--- config.mk ---
export PLATFORM = sky130hd
export DESIGN_NAME = rftpu_batch_sequencer
export DESIGN_NICKNAME = d
export VERILOG_FILES = /design/src/rtl/rftpu_batch_sequencer.sv
export SDC_FILE = /design/constraint.sdc
export NUM_CORES = 1
export LEC_CHECK = 0
export CAP_MARGIN = 20
export CORE_AREA = 2 2 234 236
export DETAILED_ROUTE_END_ITERATION = 10
export DIE_AREA = 0 0 236 238
export SYNTH_ARGS = -nofsm -noshare
export SYNTH_HDL_FRONTEND = slang
export SYNTH_SLANG_ARGS = --single-unit
--- constraint.sdc ---
create_clock -name clk -period 3.27 [get_ports clk]
set_input_delay 0.654 -clock clk [delete_from_list [all_inputs] [get_ports clk]]
set_output_delay 0.654 -clock clk [all_outputs]
set_load 0.05 [all_outputs]
--- src/rtl/rftpu_batch_sequencer.sv ---
`default_nettype none
// ============================================================================
// Module   : rftpu_batch_sequencer
// Purpose  : Runs a batch of N tile operations on the rftpu_systolic_v21
//            array. For each operation it pulses start, streams ARRAY_DIM
//            weight rows from a valid/ready source, presents one activation
//            vector and waits for done. It reports the number of operations
//            finished and the number of cycles from accept to completion.
// Ports    : cmd_*      - batch command handshake (num_ops, mode)
//            abort      - synchronous abort of the running batch
//            wsrc_*     - weight-row valid/ready source
//            act_*      - activation-vector valid/ready source
//            arr_*      - array control, weight-load port and status
//            seq_*, ops_completed, cycle_count, err_timeout - status
// Options  : `define RFTPU_SEQ_WATCHDOG_EN adds a per-state stall watchdog,
//            the ERR state and the sticky err_timeout flag.
// Revision : 1.0 - initial release
// ============================================================================
module rftpu_batch_sequencer #(
    parameter int unsigned ARRAY_DIM       = 16,
    parameter int unsigned DATA_WIDTH      = 8,
    parameter int unsigned WATCHDOG_CYCLES = 4096
) (
    input  logic                            clk,
    input  logic                            rst_n,
    input  logic                            cmd_valid,
    output logic                            cmd_ready,
    input  logic [15:0]                     cmd_num_ops,
    input  logic [3:0]                      cmd_mode,
    input  logic                            abort,
    input  logic                            wsrc_valid,
    output logic                            wsrc_ready,
    input  logic [ARRAY_DIM*DATA_WIDTH-1:0] wsrc_data,
    input  logic                            act_valid,
    output logic                            act_ready,
    input  logic [ARRAY_DIM*DATA_WIDTH-1:0] act_data,
    output logic                            arr_start,
    output logic [3:0]                      arr_mode,
    output logic                            arr_weight_load_en,
    output logic [$clog2(ARRAY_DIM)-1:0]    arr_weight_row_sel,
    output logic [ARRAY_DIM*DATA_WIDTH-1:0] arr_weight_data,
    output logic [ARRAY_DIM*DATA_WIDTH-1:0] arr_activation_data,
    input  logic                            arr_ready_for_weights,
    input  logic                            arr_ready_for_activation,
    input  logic                            arr_done,
    output logic                            seq_busy,
    output logic                            seq_done,
    output logic [15:0]                     ops_completed,
    output logic [31:0]                     cycle_count,
    output logic                            err_timeout
);

    localparam int unsigned c_row_w = $clog2(ARRAY_DIM);
    localparam int unsigned c_vec_w = ARRAY_DIM * DATA_WIDTH;
    localparam logic [c_row_w-1:0] c_row_last = c_row_w'(ARRAY_DIM - 1);

`ifdef RFTPU_SEQ_WATCHDOG_EN
    typedef enum logic [2:0] {
        S_IDLE = 3'd0, S_START = 3'd1, S_WAIT_W = 3'd2, S_LOAD_W = 3'd3,
        S_WAIT_A = 3'd4, S_WAIT_DONE = 3'd5, S_NEXT = 3'd6, S_ERR = 3'd7
    } state_t;
`else
    typedef enum logic [2:0] {
        S_IDLE = 3'd0, S_START = 3'd1, S_WAIT_W = 3'd2, S_LOAD_W = 3'd3,
        S_WAIT_A = 3'd4, S_WAIT_DONE = 3'd5, S_NEXT = 3'd6
    } state_t;
`endif

    state_t               state_q, state_d;
    logic [15:0]          num_ops_q, num_ops_d;
    logic [3:0]           mode_q, mode_d;
    logic [c_row_w-1:0]   row_cnt_q, row_cnt_d;
    logic [c_row_w-1:0]   wrow_q, wrow_d;
    logic                 load_en_q, load_en_d;
    logic [c_vec_w-1:0]   wdata_q, wdata_d;
    logic [c_vec_w-1:0]   adata_q, adata_d;
    logic                 seq_done_q, seq_done_d;
    logic [15:0]          ops_q, ops_d;
    logic [31:0]          cyc_q, cyc_d;
    logic                 cmd_ready_q, cmd_ready_d;
    logic                 busy_q, busy_d;
    logic                 start_q, start_d;
    logic                 wsrc_ready_q, wsrc_ready_d;
`ifdef RFTPU_SEQ_WATCHDOG_EN
    logic                 err_q, err_d;
    logic [31:0]          wd_cnt_q, wd_cnt_d;
`endif

    logic w_wsrc_hs;
    logic w_act_hs;

    // act_ready follows the array's readiness directly so no cycle is lost.
    assign act_ready = (state_q == S_WAIT_A) && arr_ready_for_activation;
    assign w_wsrc_hs = wsrc_valid && wsrc_ready_q;
    assign w_act_hs  = act_valid && act_ready;

    always_comb begin
        state_d      = state_q;
        num_ops_d    = num_ops_q;
        mode_d       = mode_q;
        row_cnt_d    = row_cnt_q;
        wrow_d       = wrow_q;
        load_en_d    = 1'b0;
        wdata_d      = wdata_q;
        adata_d      = adata_q;
        seq_done_d   = 1'b0;
        ops_d        = ops_q;
        cyc_d        = cyc_q;
`ifdef RFTPU_SEQ_WATCHDOG_EN
        err_d        = err_q;
`endif
        // Counts every busy cycle, saturating rather than wrapping.
        if ((state_q != S_IDLE) && (cyc_q != 32'hFFFF_FFFF)) begin
            cyc_d = cyc_q + 32'd1;
        end

        case (state_q)
            S_IDLE: begin
                if (cmd_valid) begin
                    num_ops_d = cmd_num_ops;
                    mode_d    = cmd_mode;
                    ops_d     = 16'd0;
                    cyc_d     = 32'd1;      // the accept cycle itself counts
`ifdef RFTPU_SEQ_WATCHDOG_EN
                    err_d     = 1'b0;
`endif
                    if (cmd_num_ops == 16'd0) begin
                        seq_done_d = 1'b1;
                    end else begin
                        state_d = S_START;
                    end
                end
            end
            S_START:  state_d = S_WAIT_W;
            S_WAIT_W: begin
                if (arr_ready_for_weights) state_d = S_LOAD_W;
            end
            S_LOAD_W: begin
                if (w_wsrc_hs) begin
                    wdata_d   = wsrc_data;
                    load_en_d = 1'b1;
                    wrow_d    = row_cnt_q;
                    if (row_cnt_q == c_row_last) begin
                        row_cnt_d = '0;
                        state_d   = S_WAIT_A;
                    end else begin
                        row_cnt_d = row_cnt_q + 1'b1;
                    end
                end
            end
            S_WAIT_A: begin
                if (w_act_hs) begin
                    adata_d = act_data;
                    state_d = S_WAIT_DONE;
                end
            end
            S_WAIT_DONE: begin
                if (arr_done) state_d = S_NEXT;
            end
            S_NEXT: begin
                ops_d = ops_q + 16'd1;
                if ((ops_q + 16'd1) == num_ops_q) begin
                    seq_done_d = 1'b1;
                    state_d    = S_IDLE;
                end else begin
                    state_d = S_START;
                end
            end
`ifdef RFTPU_SEQ_WATCHDOG_EN
            S_ERR:    state_d = S_IDLE;
`endif
            default:  state_d = S_IDLE;
        endcase

`ifdef RFTPU_SEQ_WATCHDOG_EN
        // Stall only when the state did not advance on the limit cycle.
        if (((state_q == S_WAIT_W) || (state_q == S_LOAD_W) ||
             (state_q == S_WAIT_A) || (state_q == S_WAIT_DONE)) &&
            (state_d == state_q) && (wd_cnt_q == 32'(WATCHDOG_CYCLES - 1))) begin
            state_d = S_ERR;
            err_d   = 1'b1;
        end
        wd_cnt_d = (state_d == state_q) ? (wd_cnt_q + 32'd1) : 32'd0;
`endif

        // Abort outranks every event evaluated above.
        if (abort && (state_q != S_IDLE)) begin
            state_d    = S_IDLE;
            load_en_d  = 1'b0;
            seq_done_d = 1'b0;
            row_cnt_d  = '0;
            wrow_d     = wrow_q;
            wdata_d    = wdata_q;
            adata_d    = adata_q;
            ops_d      = ops_q;
            cyc_d      = cyc_q;
`ifdef RFTPU_SEQ_WATCHDOG_EN
            err_d      = err_q;
            wd_cnt_d   = 32'd0;
`endif
        end

        cmd_ready_d  = (state_d == S_IDLE);
        busy_d       = (state_d != S_IDLE);
        start_d      = (state_d == S_START);
        wsrc_ready_d = (state_d == S_LOAD_W);
    end

    always_ff @(posedge clk or negedge rst_n) begin
        if (!rst_n) begin
            state_q      <= S_IDLE;
            num_ops_q    <= '0;
            mode_q       <= '0;
            row_cnt_q    <= '0;
            wrow_q       <= '0;
            load_en_q    <= 1'b0;
            wdata_q      <= '0;
            adata_q      <= '0;
            seq_done_q   <= 1'b0;
            ops_q        <= '0;
            cyc_q        <= '0;
            cmd_ready_q  <= 1'b1;
            busy_q       <= 1'b0;
            start_q      <= 1'b0;
            wsrc_ready_q <= 1'b0;
`ifdef RFTPU_SEQ_WATCHDOG_EN
            err_q        <= 1'b0;
            wd_cnt_q     <= '0;
`endif
        end else begin
            state_q      <= state_d;
            num_ops_q    <= num_ops_d;
            mode_q       <= mode_d;
            row_cnt_q    <= row_cnt_d;
            wrow_q       <= wrow_d;
            load_en_q    <= load_en_d;
            wdata_q      <= wdata_d;
            adata_q      <= adata_d;
            seq_done_q   <= seq_done_d;
            ops_q        <= ops_d;
            cyc_q        <= cyc_d;
            cmd_ready_q  <= cmd_ready_d;
            busy_q       <= busy_d;
            start_q      <= start_d;
            wsrc_ready_q <= wsrc_ready_d;
`ifdef RFTPU_SEQ_WATCHDOG_EN
            err_q        <= err_d;
            wd_cnt_q     <= wd_cnt_d;
`endif
        end
    end

    assign cmd_ready           = cmd_ready_q;
    assign seq_busy            = busy_q;
    assign arr_start           = start_q;
    assign wsrc_ready          = wsrc_ready_q;
    assign arr_mode            = mode_q;
    assign arr_weight_load_en  = load_en_q;
    assign arr_weight_row_sel  = wrow_q;
    assign arr_weight_data     = wdata_q;
    assign arr_activation_data = adata_q;
    assign seq_done            = seq_done_q;
    assign ops_completed       = ops_q;
    assign cycle_count         = cyc_q;
`ifdef RFTPU_SEQ_WATCHDOG_EN
    assign err_timeout         = err_q;
`else
    assign err_timeout         = 1'b0;
`endif

endmodule
`default_nettype wire

==> results.ini, run 1 <==
[cts]
clk_pin_slew_ns=0.06
cts_setup_buffers=0
cts_buffers=41
clock_latency_ns=0.56
hold_buffers=0
cts-root-buf=clkbuf_16
h-tree-depth=2
numClockSinks=341
post_cts_resized=0
cts_tree=done
cts.path.max_buffers=3

[global_routing]
grt-busiest-layer=met2
gr-usage-met3_pct=5.252
grt_pass1_vias=11470
grt_pass1_wl_mm=69.94
antenna_found_initial=4
grt.met1_usage_pct=18.79
grt_use_total_pct=16.07
grt_use_met2_pct=27.85
gr-total-overflow=0
grt_max_degree=93

[floorplanning]
pin_count=605
die_h_um=238
die_area_um2=56170
die_x_um=236
row_count=85
core_area_um2=53500
start_util_pct=26.18

[logic_synthesis]
synth_edf_count=0
synthCells=1059
synthArstFlopShare_pct=100.0
yosys_warnings=0
ys_seq_elements=341
synth_seq_area_share_pct=60.95
avgSynthCellArea_um2=13.22
syn_nets=1347
synth.cell_area_um2=14000
synthFlopType=dfrtp_1
ys_types=58

[setup_path]
cp.arrival_ns=3.13
critPathMaxFanout=9
r2r_cells=7
r2r_setup_slack_ns=0.57
cp-end-kind=register
setup.worst_path.start_class=register
reg2reg_from=ops_completed[1]
worstSetupPathType=reg2reg
r2r_end=seq_done
worst_ep_required_time_ns=3.70

[timing]
max_freq_mhz=370.2
tightest_slew_ns=1.005
rsz0062_at_grt=no
setup_viol=0
hold_violations=0
clock_skew_ns=0.02302
max-slew-margin-rel_pct=32.74
finalCriticalPeriod_ns=2.701
setup_tns_ns=0
period_share_pct=82.61
drv_slew=0

[route]
wire_per_inst_um=19.32
drcViolationCount=0
vias=10840
viasPerCell=4.501
dr.pass1.iters=5
drt_iter0_markers=439
ant_nets=0
routed_wl_mm=46.50

[run]
cap_violations=0

[power_and_ir_drop]
leakagePower_nw=9.887
power_mw=13.58
p_per_area_nw_per_um2=607.3
vdd_drop_max_mv=0.3425

[min_path]
min_path_type=in2async

[cells_and_area]
area.growth.synth_to_final_pct=59.74
stdcell_area_um2=22370
nets=1966
drive_gt1_share_pct=21.56

[place]
place_area_um2=21000
dp.final_hpwl_mm=35.49
gp_congestion=0.8158
io_buffers=603

[outcome]
outcome=complete, no violations

[cell usage in the layout, fill, tap and decap left out, types with 8 or more instances in the layout]
cell type,Yosys,final
or3_1,9,9
nor3_1,10,9
xnor2_1,19,19
buf_4,1,23
nor4_1,9,9
clkbuf_1,32,10
buf_12,0,8
o21ai_0,44,44
nor2_1,45,45
nand4_1,17,17
clkbuf_16,0,42
dfrtp_1,340,340
xor2_1,20,20
and3_1,11,11
mux2_2,261,261
nand3_1,23,23
clkbuf_8,0,8
nor2b_1,8,8
nand2_1,91,91
clkdlybuf4s50_1,0,601
a21oi_1,13,13
[state kept, by name, summed over array words and instances (netlist names), 3 cells and up]
signal               flops
arr_activation_data    128
arr_mode                 4
arr_weight_data        128
arr_weight_row_sel       4
cycle_count             32
num_ops_q               16
ops_completed           16
row_cnt_q                4
state_q                  3
[cells by family (layout without fill, tap and decap cells)]
| group | count (synthesis) | count (layout) | share of synthesized area [%] |
|---|---|---|---|
| multiplexers | 261 | 261 | 20.99 |
| adder cells (fa/ha/maj) | 3 | 3 | 0.2681 |
| flip-flops | 341 | 341 | 60.95 |
| buffers and inverters | 64 | 712 | 1.966 |
| AND/OR/NAND/NOR | 261 | 261 | 9.507 |
| other | 1 | 5 | 0.02678 |
| XOR/XNOR | 39 | 39 | 2.439 |
| AO/OA/AOI/OAI | 89 | 89 | 3.860 |
[final cells by class]
class / count / area, um^2
flip-flops and latches: 341 / 8534
well taps: 696 / 870.8
clock buffers: 60 / 1199
inverters: 7 / 26.28
diodes: 4 / 10.01
clock inverters: 12 / 161.4
repair buffers: 633 / 6364
multi-input cells: 654 / 5204
fillers: 5005 / 31130
[where the power goes]
part	leakage, nW	internal, mW	switching (mW)
Sequential	4.66	4.75	0.350
Combinational	4.56	1.50	2.39
Clock	0.669	2.78	1.81
[Yosys cell counts (13+ instances only)]
cell type  number  area [um^2]
dfrtp_1       340         8508
mux2_2        261         2939
nand2_1        91        341.6
nor2_1         45        168.9
o21ai_0        44        220.2
clkbuf_1       32        120.1
nand3_1        23        115.1
xor2_1         20        175.2
buf_2          19        95.09
xnor2_1        19        166.4
nand4_1        17        106.4
a21oi_1        13        65.06
[how the worst max path moves through the flow]
stage	from	endpoint	slack, ns	cells past startpoint
2_1_floorplan	ops_completed[1]	seq_done	0.68	7
3_3_place_gp	abort	cycle_count[31]	0.41	6
3_5_place_dp	abort	cycle_count[31]	0.42	6
4_1_cts	ops_completed[13]	ops_completed[13]	0.54	1
5_1_grt	ops_completed[1]	state_q[0]	0.37	8
6_report	ops_completed[1]	seq_done	0.57	7
[worst max-delay path: stages (launching register included)]
cell       delay [ns]
dfrtp_1          0.51
ha_1             0.34
nand3_2          0.23
nor4_4           0.44
o311a_1          0.23
o2111ai_1        0.14
or4_1            0.50
o22ai_1          0.18
[layer usage]
metal	vias up	wire length [um]	part of all wire (%)
met2	429	23310	50
met1	5357	18150	39
met4	0	1144	2.5
met5	-	0	0
met3	61	3896	8.4
li1	4988	-	-
[through the flow]
stage               setup slack, ns  util (%)  std cells  hold slack [ns]
floorplan                    0.6769         -       1059           0.3584
global placement             0.4107     39.25       2331           0.4618
detailed placement           0.4157     39.25       2331           0.4698
CTS                          0.5415     41.80       2403           0.1314
global route                 0.3722     41.81       2405           0.1481
finish                       0.5687     41.82       2407           0.1353
No activity file was read; power rests on OpenSTA's default activity.
==> run 2, diff against run 1 <==
Settings changed: CORE_AREA 2 2 234 236 to 2 2 232 234, DIE_AREA 0 0 236 238 to 0 0 234 236.
Clock period 3.27 ns to 2.5 ns, I/O delays scaled along.
==> run 2 against run 1 <==
  * Final cell count up 1.4%
  * Sequential share of layout area decreased by 0.60 points
  * Highest routed layer is now met5
  * Global-route usage up 0.30 points
  * First-iteration DRC count decreased by 19%
  * Non-clock buffer count increased by 36
  * Wire length is 0.98% lower
  * Clock power up 32%
  * Via count increased by 0.50%
  * Register-to-register slack worse by 0.41 ns
  * Utilization rose by 1.0 points
  * Largest power group unchanged
  * Combinational power increased by 32%
==> results.ini, run 2 (synthesized netlist as in run 1, its figures left out) <==
[outcome]
outcome=complete, no violations

[global_routing]
antenna_found_initial=5  ; +1
grt.met1_usage_pct=18.47  ; -0.32 points
grt_use_total_pct=16.36  ; +0.30 points
gr-usage-met3_pct=5.271  ; +0.019 points
grt_pass1_wl_mm=69.28  ; -0.94%
gr-total-overflow=0  ; unchanged
grt_use_met2_pct=28.70  ; +0.85 points
grt_max_degree=89  ; -4.3%
grt-busiest-layer=met2
grt_pass1_vias=11580  ; +1.0%

[timing]
clock_skew_ns=0.01191  ; -0.01111 ns
setup_tns_ns=0  ; unchanged
setup_viol=0  ; unchanged
finalCriticalPeriod_ns=2.418
rsz0062_at_grt=no
hold_violations=0  ; unchanged
period_share_pct=96.73
drv_slew=0  ; unchanged
max-slew-margin-rel_pct=34.46  ; +1.7 points
tightest_slew_ns=0.9794  ; -0.02573 ns
fin_ws_ns=0.08173  ; -0.4870 ns
holdWs_ns=0.4459  ; +0.3106 ns
max_freq_mhz=413.5

[route]
routed_wl_mm=46.04  ; -0.98%
wire_per_inst_um=18.86  ; -2.4%
vias=10890  ; +0.50%
drcViolationCount=0  ; unchanged
viasPerCell=4.461  ; -0.90%
ant_nets=0  ; unchanged
drt_iter0_markers=354  ; -19%
dr.pass1.iters=4  ; -1

[power_and_ir_drop]
power_mw=17.86  ; +31%
vdd_drop_max_mv=0.5083  ; +48%
leakagePower_nw=10.22  ; +3.4%
p_per_area_nw_per_um2=785.6  ; +29%

[cells_and_area]
nets=2001  ; +1.8%
drive_gt1_share_pct=23.47  ; +1.9 points
layout_common_cells=593 x clkdlybuf4s50_1, 339 x dfrtp_1, 261 x mux2_2, 91 x nand2_1, 55 x buf_4
stdcell_area_um2=22730  ; +1.6%
final_common_cell=clkdlybuf4s50_1
fillers=4915  ; -1.8%
area.growth.synth_to_final_pct=62.33
finalNonFillerCells=2441  ; +1.4%
utilization_pct=42.83  ; +1.0 points

[floorplanning]
start_util_pct=26.39  ; +0.21 points
die_h_um=236  ; -0.84%
die_x_um=234  ; -0.85%
core_area_um2=53070  ; -0.80%
die_area_um2=55220  ; -1.7%
pin_count=605  ; unchanged
row_count=85  ; unchanged

[setup_path]
path_buf_inv=1  ; +1
cp-end-kind=output port
max_stage_delay_ns=0.87  ; +0.36 ns
cp.arrival_ns=1.92  ; -1.21 ns
slowest_stage=clkdlybuf4s50_1
worst_ep_required_time_ns=2.00  ; -1.70 ns
setup.worst_path.start_class=register
cp_top_family=buffers and inverters
worstSetupPathType=reg2out
critPathMaxFanout=6  ; -3
cp_cell_sequence=clkdlybuf4s50_1

[place]
io_buffers=603  ; unchanged
gp_congestion=0.8443  ; +3.5%
post-place-ws_ns=0.001632  ; -0.4140 ns
dpl.cell_count=2366  ; +1.5%
dp.final_hpwl_mm=35.44  ; -0.15%
place_area_um2=21300  ; +1.4%

[cts]
cts_buffers=40  ; -2.4%
cts.path.max_buffers=3  ; unchanged
cts-root-buf=clkbuf_16
clk_pin_slew_ns=0.06  ; about the same
cts_tree=done
numClockSinks=341  ; unchanged
cts_setup_buffers=0  ; unchanged
clock_latency_ns=0.54  ; -0.02 ns
h-tree-depth=2  ; unchanged

[run]
cap_violations=0  ; unchanged

[min_path]
min_path_type=in2async

-- run 2: cell types whose count changed in the layout (fill, tap and decap cells not counted), sizes merged --
cell and delta:
diode -2, clkinvlp +2, dlymetal6s2s +6, dlygate4sd3 +1, dlygate4sd2 +2, buf +35
inv -2, clkdlybuf4s50 -8
-- run 2: worst paths after layout --
path | start | slack [ns] | depth (start not counted) | to
worst max-delay path | ops_completed[6] | 0.08 | 1 | ops_completed[6]
worst min-delay path | rst_n | 0.45 | 2 | arr_activation_data[22]
worst max register to register | ops_completed[1] | 0.16 | 6 | seq_done
worst min register to register | arr_mode[1] | 0.48 | 2 | arr_mode[1]
max in group asynchronous | rst_n | 1.23 | 3 | arr_weight_data[39]
min in group clk | arr_mode[1] | 0.48 | 2 | arr_mode[1]
-- run 2: area by class of cell --
cell class / instances / area, um^2 / share of cell area [%]
Inverter: 7 / 26.28 / 0.1156
Clock buffer: 60 / 1239 / 5.449
Tap cell: 696 / 870.8 / 3.831
Timing Repair Buffer: 669 / 6686 / 29.41
Clock inverter: 12 / 151.4 / 0.6660
Multi-Input combinational cell: 654 / 5218 / 22.95
Sequential cell: 341 / 8536 / 37.55
Antenna cell: 2 / 5.005 / 0.02202
-- run 2: routing by layer --
metal | part of all wire [%] | wire length (um)
met5 | 0.083 | 38
met3 | 8.7 | 3983
met4 | 3.0 | 1394
met2 | 50 | 23070
met1 | 38 | 17560
-- run 2: repair_timing --
action,CTS,global route
setup endpoints to repair,2,6
endpoints found under the hold margin,25,0
gates resized for setup,2,8
hold buffers,1,0
-- run 2: report_power, final --
group | total (mW) | leakage [nW] | switching, mW | internal, mW
Clock | 6.07 | 0.684 | 2.34 | 3.73
Combinational | 5.13 | 4.88 | 3.14 | 1.99
Sequential | 6.66 | 4.66 | 0.448 | 6.22
Total | 17.9 | 10.2 | 5.93 | 11.9
